File: config.mk
export PLATFORM = sky130hd
export DESIGN_NAME = rand_range_gen
export DESIGN_NICKNAME = d
export VERILOG_FILES = /design/src/rtl/rand_range_gen.sv
export SDC_FILE = /design/constraint.sdc
export NUM_CORES = 1
export LEC_CHECK = 0
export BUFFER_PORTS_ARGS = -buffer_cell sky130_fd_sc_hd__clkbuf_2
export CORE_MARGIN = 3
export CORE_UTILIZATION = 51
export DETAILED_ROUTE_END_ITERATION = 10
export PLACE_DENSITY = 0.84
export SETUP_SLACK_MARGIN = 0.15
export SLEW_MARGIN = 20
export SYNTH_ARGS = -nofsm -noshare
export SYNTH_HDL_FRONTEND = slang
export SYNTH_SLANG_ARGS = --single-unit
export TNS_END_PERCENT = 10
File: constraint.sdc
create_clock -name clk -period 4.1 [get_ports clk]
set_clock_uncertainty 0.05 [all_clocks]
set_input_delay 0 -clock clk [delete_from_list [all_inputs] [get_ports clk]]
set_output_delay 0 -clock clk [all_outputs]
set_load 0.1 [all_outputs]
File: src/rtl/rand_range_gen.sv
// Level-driven pseudo-random source: free-running Galois LFSR with per-level rejection
// sampling, a fold fallback after MAX_TRIES rejected draws, and a req/busy/valid handshake.
module rand_range_gen #(
    parameter int                WIDTH     = 10,
    parameter int                LFSR_W    = 16,
    parameter logic [LFSR_W-1:0] TAPS      = 16'hB400,
    parameter logic [LFSR_W-1:0] SEED      = 16'hACE1,
    parameter int                MAX_TRIES = 8,
    parameter int                DEFAULT   = 5
) (
    input  logic              clk,
    input  logic              reset,
    input  logic [3:0]        level,
    input  logic              req,
    input  logic              seed_load,
    input  logic [LFSR_W-1:0] seed_in,
    output logic              busy,
    output logic              valid,
    output logic [WIDTH-1:0]  number,
    output logic              bad_level,
    output logic              folded
);

    localparam int SW    = 10;
    localparam int TRY_W = (MAX_TRIES > 1) ? $clog2(MAX_TRIES) : 1;

    typedef enum logic {IDLE, DRAW} state_t;

    function automatic int tab_lo(input int lv);
        case (lv)
            7, 8:    return -128;
            9:       return -256;
            10:      return -512;
            default: return 0;
        endcase
    endfunction

    function automatic int tab_span(input int lv);
        case (lv)
            1: return 7;    2: return 15;   3: return 31;   4: return 63;   5: return 127;
            6: return 255;  7: return 383;  8: return 639;  9: return 767;  10: return 1023;
            default: return 0;
        endcase
    endfunction

    function automatic int tab_mask(input int lv);
        case (lv)
            7:           return 511;
            8, 9, 10:    return 1023;
            default:     return tab_span(lv);
        endcase
    endfunction

    logic [WIDTH-1:0] lo_tab   [16];
    logic [SW-1:0]    span_tab [16];
    logic [SW-1:0]    mask_tab [16];

    generate
        for (genvar gi = 0; gi < 16; gi++) begin : g_tab
            assign lo_tab[gi]   = WIDTH'(tab_lo(gi));
            assign span_tab[gi] = SW'(tab_span(gi));
            assign mask_tab[gi] = SW'(tab_mask(gi));
        end
    endgenerate

    state_t            state_reg, state_next;
    logic [LFSR_W-1:0] lfsr_reg, lfsr_next, lfsr_step;
    logic [3:0]        level_reg, level_next;
    logic [TRY_W-1:0]  try_cnt_reg, try_cnt_next;
    logic [WIDTH-1:0]  number_reg, number_next;
    logic              valid_reg, valid_next;
    logic              bad_reg, bad_next;
    logic              fold_reg, fold_next;

    logic [SW-1:0]     sample, offset;
    logic [WIDTH-1:0]  sum;
    logic              level_ok, hit, last_try, finish;

    always_comb begin
        lfsr_step = lfsr_reg >> 1;
        if (lfsr_reg[0])
            lfsr_step = lfsr_step ^ TAPS;
        lfsr_next = lfsr_step;
        if (seed_load)
            lfsr_next = (seed_in == '0) ? SEED : seed_in;
    end

    // Draw decision uses the LFSR value present at this edge; every result fits
    // in WIDTH bits, so the lo+offset sum needs no extra headroom bit.
    assign sample   = lfsr_reg[SW-1:0] & mask_tab[level_reg];
    assign level_ok = (level_reg != 4'd0) && (level_reg <= 4'd10);
    assign hit      = sample < span_tab[level_reg];
    assign last_try = try_cnt_reg == TRY_W'(MAX_TRIES - 1);
    assign finish   = (state_reg == DRAW) && (!level_ok || hit || last_try);
    assign offset   = hit ? sample : sample - span_tab[level_reg];
    assign sum      = lo_tab[level_reg] + WIDTH'(offset);

    always_ff @(posedge clk) begin
        if (reset) begin
            state_reg   <= IDLE;
            lfsr_reg    <= SEED;
            level_reg   <= '0;
            try_cnt_reg <= '0;
            number_reg  <= WIDTH'(DEFAULT);
            valid_reg   <= 1'b0;
            bad_reg     <= 1'b0;
            fold_reg    <= 1'b0;
        end else begin
            state_reg   <= state_next;
            lfsr_reg    <= lfsr_next;
            level_reg   <= level_next;
            try_cnt_reg <= try_cnt_next;
            number_reg  <= number_next;
            valid_reg   <= valid_next;
            bad_reg     <= bad_next;
            fold_reg    <= fold_next;
        end
    end

    always_comb begin
        state_next = state_reg;
        case (state_reg)
            IDLE:    if (req) state_next = DRAW;
            DRAW:    if (finish) state_next = IDLE;
            default: state_next = IDLE;
        endcase
    end

    always_comb begin
        level_next   = level_reg;
        try_cnt_next = try_cnt_reg;
        number_next  = number_reg;
        valid_next   = finish;
        bad_next     = finish && !level_ok;
        fold_next    = finish && level_ok && !hit;
        if (state_reg == IDLE && req) begin
            level_next   = level;
            try_cnt_next = '0;
        end else if (state_reg == DRAW && !finish) begin
            try_cnt_next = try_cnt_reg + 1'b1;
        end
        if (finish)
            number_next = level_ok ? sum : WIDTH'(DEFAULT);
    end

    assign busy      = (state_reg == DRAW);
    assign valid     = valid_reg;
    assign number    = number_reg;
    assign bad_level = bad_reg;
    assign folded    = fold_reg;

endmodule

# Word level (Yosys, flattened, before mapping)
# Memory sizes are Yosys's and may differ from the RTL's.
# Index checks and enable logic that the tools add are counted.
classes:
  n_bitwise: 4
  reduce_logical: 15
  n_addsub: 3
  order_cmp: 3
  muxes: 14
  n_eq_ne: 1
ops:
  columns: ["operator", "n"]
  rows:
  - ["two-way mux 10 bit", 8]
  - ["two-way mux 16 bit", 3]
  - ["logical NOT 16 bit", 1]
  - ["adder 10 bit", 1]
  - ["AND 10 bit", 1]
  - ["less-than comparator 10 bit", 1]
  - ["subtractor 10 bit", 1]
  - ["logical AND 1 bit", 7]
  - ["greater-or-equal comparator 5 bit, second input constant", 1]
  - ["inverter 4 -> 5 bit", 1]
  - ["less-or-equal comparator 4 bit, second input constant", 1]
  - ["inverter 3 -> 4 bit", 1]
  - ["nonzero test 4 bit", 1]
  - ["adder 3 x 1 -> 3 bit, second input constant", 1]
  - ["equality test 3 bit, second input constant", 1]
  - ["logical NOT 1 bit", 3]
  - ["logical OR 1 bit", 2]
  - ["two-way mux 1 bit", 2]
  - ["one-hot mux 1 bit (2 select lines)", 1]
  - ["OR reduction 2 bit", 1]
  - ["inverter 1 bit", 1]
word_totals:
  rom_bits: 480
  reg_bits: 37
  wordCells: 51
  memories: 3
  in_bits: 24
mem_list:
  columns: ["memory", "depth", "width", "read_ports", "rd_clocked_by_memory_dff", "write_ports", "line_no", "text"]
  rows:
  - ["(no name shown)", 16, 10, 1, 0, 0, "96", "assign sum = lo_tab[level_reg] + WIDTH'(offset);"]
  - ["(no name shown)", 16, 10, 1, 0, 0, "95", "assign offset = hit ? sample : sample - span_tab[level_reg];"]
  - ["(no name shown)", 16, 10, 1, 0, 0, "90", "assign sample = lfsr_reg[SW-1:0] & mask_tab[level_reg];"]

# Depth between registers and ports, before layout
logic_depth:
  word_depth: 11
  ltp_mapped: 22
  ltp_nobuf: 20

# Worst setup path after synthesis
# OpenSTA, ideal clock, no wires.
synth_timing:
  kind: "register to register"
  startpoint: "register level_reg[1]"
  endpoint: "register number_reg[9], in the netlist number[9]"
  path_stages_with_launch: 21
  arrival_ps: 4402
  path_buffers: 1
  setup_slack_ps: -486
  synth_period_minus_slack_ps: 4586
  cell_sequence: "dfxtp_1 -> inv_1 -> ha_1 -> nor2b_1 -> o21ai_0 -> ha_1 -> inv_1 -> fa_1 -> a211oi_2 -> o21ai_2 -> a211o_1 -> buf_4 -> nor2_1 -> a21oi_1 -> ha_1 -> fa_1 -> xor2_1 -> xnor2_1 -> or3_1 -> a21oi_1 -> or4_1"
synth_via:
  elab_chain_len: 9
  elab_cells_between_ends: 23
synth_lines:
  columns: ["element", "line_no", "text"]
  rows:
  - ["from (decl)", "68", "logic [3:0] level_reg, level_next;"]
  - ["from (signal assigned)", "111", "level_reg <= level_next;"]
  - ["inverter 4 -> 5 bit (not written as such)", null, null]
  - ["memory read (16 x 10 bit)", null, null]
  - ["two-way mux 10 bit (not written as such) (2 in a row)", "90", null]
  - ["AND 10 bit", "90", null]
  - ["subtractor 10 bit or less-than comparator 10 bit (tied branches)", "95, 92", null]
  - ["two-way mux 10 bit or logical OR 1 bit (tied branches)", "95, 94", null]
  - ["adder 10 bit or logical OR 1 bit (tied branches)", "96, 94", null]
  - ["two-way mux 10 bit or logical AND 1 bit (tied branches)", "143, 94", null]
  - ["to (signal assigned)", "104", "number_reg <= WIDTH'(DEFAULT);"]
  - ["to (signal assigned)", "113", "number_reg <= number_next;"]
  - ["to (decl)", "70", "logic [WIDTH-1:0] number_reg, number_next;"]
# Several ways; a longest one is shown, not always the timed one. The select of a mux whose other input is x is not followed.
# A chain may end at the register's enable or synchronous reset.

# Final worst setup path
# Ends and elaborated chain as after synthesis.

==> out/qor.yml <==
cts:
  cts_made_buffers: 5
  cts_tree: "built"
  htreeDepth: 2
  clock_path_buffers: 2
  clk_latency_ns: 0.30
  cts_sinks: 37
  path_clk_slew_ns: 0.08
  cts_root_buf: "clkbuf_8"
power_and_ir_drop:
  peakVddDrop_uv: 284
  p_leak_nw: 1.42
  p_sw_w: 0.000417
  switching_share: 0.370
  comb_power_share: 0.419
  seqPwrFrac: 0.348
  power_density_mw_per_mm2: 358
  p_clk_frac: 0.233
  p_int_w: 0.000710
placement:
  dpl.hpwl_mm: 4.49
  dpl_cell_area_mm2: 0.00273
  port_buffers: 37
  finalWeightedCongestion: 0.926
synthesis:
  yosys_warnings: 0
  synth_compound_area_frac: 0.211
  ys_top_cells_by_area: "dfxtp_1 (32%), ha_1 (8.5%), nor2_1 (4.8%)"
  yosys-mux-area-fraction: 0.0468
  synth_top_family_by_area: "simple AND/OR/NAND/NOR gates"
  netlist_area_mm2: 0.00235
  synth_fa_ha_area_frac: 0.102
  synth_area_leader_cell: "dfxtp_1"
  synthTopCellsByCount: "dfxtp_1 (37), nor2_1 (30), a21oi_1 (16), ha_1 (16), nand2_1 (16)"
  yosysMostFrequentCell: "dfxtp_1"
  ys.flop_type: "dfxtp_1"
  synth_edf_count: 0
  synth_cell_types: 57
  synthArstFlopShare: 0
  synth_top_area_share: 0.315
  synth_fp_nets: 318
  syn_area_per_cell_um2: 8.52
  synth_xor_area_frac: 0.0447
  synth-simple-area-share: 0.224
  synth-seq-area-share: 0.315
  synth_seq_cells: 37
  postSynthCellCount: 276
cells_and_area:
  drive_gt1_frac: 0.305
  largest_register_ffs: 16
  n_fill_cell: 328
  post-route-util: 0.713
  area_growth_pct: 34.0
  final_area_mm2: 0.00315
  diodes: 0
  finalNetCount: 395
global_routing:
  met3_usage: 0.0438
  busiest_layer: "met2"
  grt_usage: 0.255
  grt_pass1_wl_mm: 10.6
  grt_max_degree: 34
  overflow: 0
  use_met2: 0.442
  antenna_found_initial: 0
  grt_pass1_vias: 2244
  met1_usage: 0.311
critical_path:
  cp-start-kind: "flop"
  crit_arrival_ns: 4.24
  critical_path_required_ns: 4.23
  r2r_slack_ns: -0.02
  crit_path_max_fanout: 5
  critPathCaptureType: "flop"
  criticalPathCategory: "flop to flop"
die:
  die_w_um: 73.9
  coreArea_mm2: 0.00441
  die_area_mm2: 0.00546
  num_rows: 24
  die_h_um: 73.9
  initial_core_util: 0.533
  io-pin-count: 38
status:
  violations: "negative setup slack"
  outcome: "finished with violations"
sta:
  fmax_mhz: 243
  slew_violations: 0
  max_slew_margin: 0.489
  rsz0062_at_grt: "true"
  finalHoldViolCount: 0
  tightest_slew_ns: 0.765
  fin_crit_sh: 1.00
  setup_slack_ns: -0.0173
  period_minus_slack_ns: 4.12
  setup_viol: 1
routing:
  vias: 2354
  routedWlPerCell_um: 16.4
  antenna_left: 0
  drt_iter0_drc: 217
  drt-total-wl_mm: 6.66
  drc_errors: 0
  vias_per_cell: 5.80
  firstDrtPassIters: 4
min_path:
  min_path_type: "input pin to flop"
flow_run:
  cap_violations: 0
-- final cells by class --
| type | instances | area, um2 | area share |
|---|---|---|---|
| clock buffers | 5 | 68.8 | 0.0219 |
| clock inverters | 3 | 22.5 | 0.00715 |
| inverters | 11 | 43.8 | 0.0139 |
| multi-input cells | 214 | 1610 | 0.512 |
| flip-flops and latches | 37 | 746 | 0.237 |
| well taps | 52 | 65.1 | 0.0207 |
| repair buffers | 84 | 592 | 0.188 |
-- power by group through the flow --
| stage | Combinational [W] | Sequential (W) | Clock (W) |
|---|---|---|---|
| floorplan | 0.000263 | 0.000428 | 0 |
| global placement | 0.000394 | 0.000398 | 0 |
| detailed placement | 0.000405 | 0.000399 | 0 |
| CTS | 0.000442 | 0.000392 | 0.000267 |
| global route | 0.000511 | 0.000394 | 0.000278 |
| finish | 0.000473 | 0.000392 | 0.000262 |
-- final timing paths --
| check | depth (start not counted) | endpoint | start |
|---|---|---|---|
| setup reg to reg | 18 | number[9]$_SDFFE_PP0N_ | level_reg[1]$_SDFFE_PP0P_ |
| setup / recovery | 18 | number[9]$_SDFFE_PP0N_ | level_reg[1]$_SDFFE_PP0P_ |
| hold / removal | 4 | busy$_SDFF_PP0_ | req |
| hold reg to reg | 2 | number[7]$_SDFFE_PP0N_ | number[7]$_SDFFE_PP0N_ |
-- metal layers --
metal / routed length (um) / vias up
li1: - / 1134
met2: 3340 / 96
met3: 430 / 23
met4: 211 / 0
met5: 0 / -
met1: 2680 / 1101
-- critical path, cell delays in order, from the launching register on --
cell and delay [ns]:
dfxtp_4 0.39, inv_4 0.04, ha_4 0.15, nor2b_4 0.13
o21ai_4 0.24, and2_1 0.23, ha_2 0.35, a211oi_4 0.31
o21ai_2 0.10, a211o_1 0.30, nor2_1 0.09, a21oi_1 0.05
ha_2 0.21, fa_2 0.39, xor2_1 0.16, xnor2_1 0.14
or3_1 0.12, a21oi_1 0.05, or4_1 0.49
-- kinds of logic (layout without fill, tap and decap cells) --
| group | after synthesis | after routing |
|---|---|---|
| XOR/XNOR | 12 | 12 |
| AND/OR/NAND/NOR | 102 | 102 |
| AO/OA/AOI/OAI | 71 | 71 |
| buffers and inverters | 25 | 103 |
| adder cells (fa/ha/maj) | 18 | 18 |
| flip-flops | 37 | 37 |
| multiplexers | 11 | 11 |
-- stage by stage --
stage          setup TNS (ns)  worst slack [ns]  power [W]  hold slack (ns)  instances
4_1_cts               -0.0496           -0.0496    0.00110            0.199        406
6_report              -0.0173           -0.0173    0.00113            0.196        406
3_3_place_gp          -0.0447           -0.0447   0.000793            0.181        374
2_1_floorplan         -0.0383           -0.0383   0.000690           0.0781        276
3_5_place_dp           -0.187            -0.187   0.000804            0.191        374
5_1_grt                -0.192            -0.192    0.00118            0.242        406
-- repair_timing --
action | 4_1_cts | 5_1_grt
gates resized for setup | 10 | 11
endpoints found under the setup margin | 1 | 1
endpoints found under the hold margin | 20 | 0
setup buffers | 4 | 0
hold buffers | 20 | 0
pin swaps | 13 | 6
-- cells in the final DEF (no fill, tap or decap), types with 4 or more instances in the layout --
master | synthesis | routed
a21oi_1 | 16 | 16
xnor2_1 | 7 | 7
clkbuf_8 | 0 | 5
nand2b_1 | 10 | 10
nor4_1 | 5 | 5
nand2_1 | 16 | 14
and2_1 | 6 | 5
mux2i_1 | 11 | 11
ha_1 | 16 | 10
nand3_1 | 4 | 4
o21ai_0 | 11 | 9
inv_2 | 1 | 4
clkbuf_2 | 0 | 37
nor2_1 | 30 | 29
o22ai_1 | 9 | 9
xor2_1 | 5 | 5
dlygate4sd3_1 | 0 | 20
buf_4 | 1 | 26
nor3_1 | 9 | 9
nor2b_1 | 10 | 8
dfxtp_1 | 37 | 35
inv_1 | 10 | 6
ha_4 | 0 | 4
a21o_1 | 4 | 4
Power figures use the tool's default switching activity.
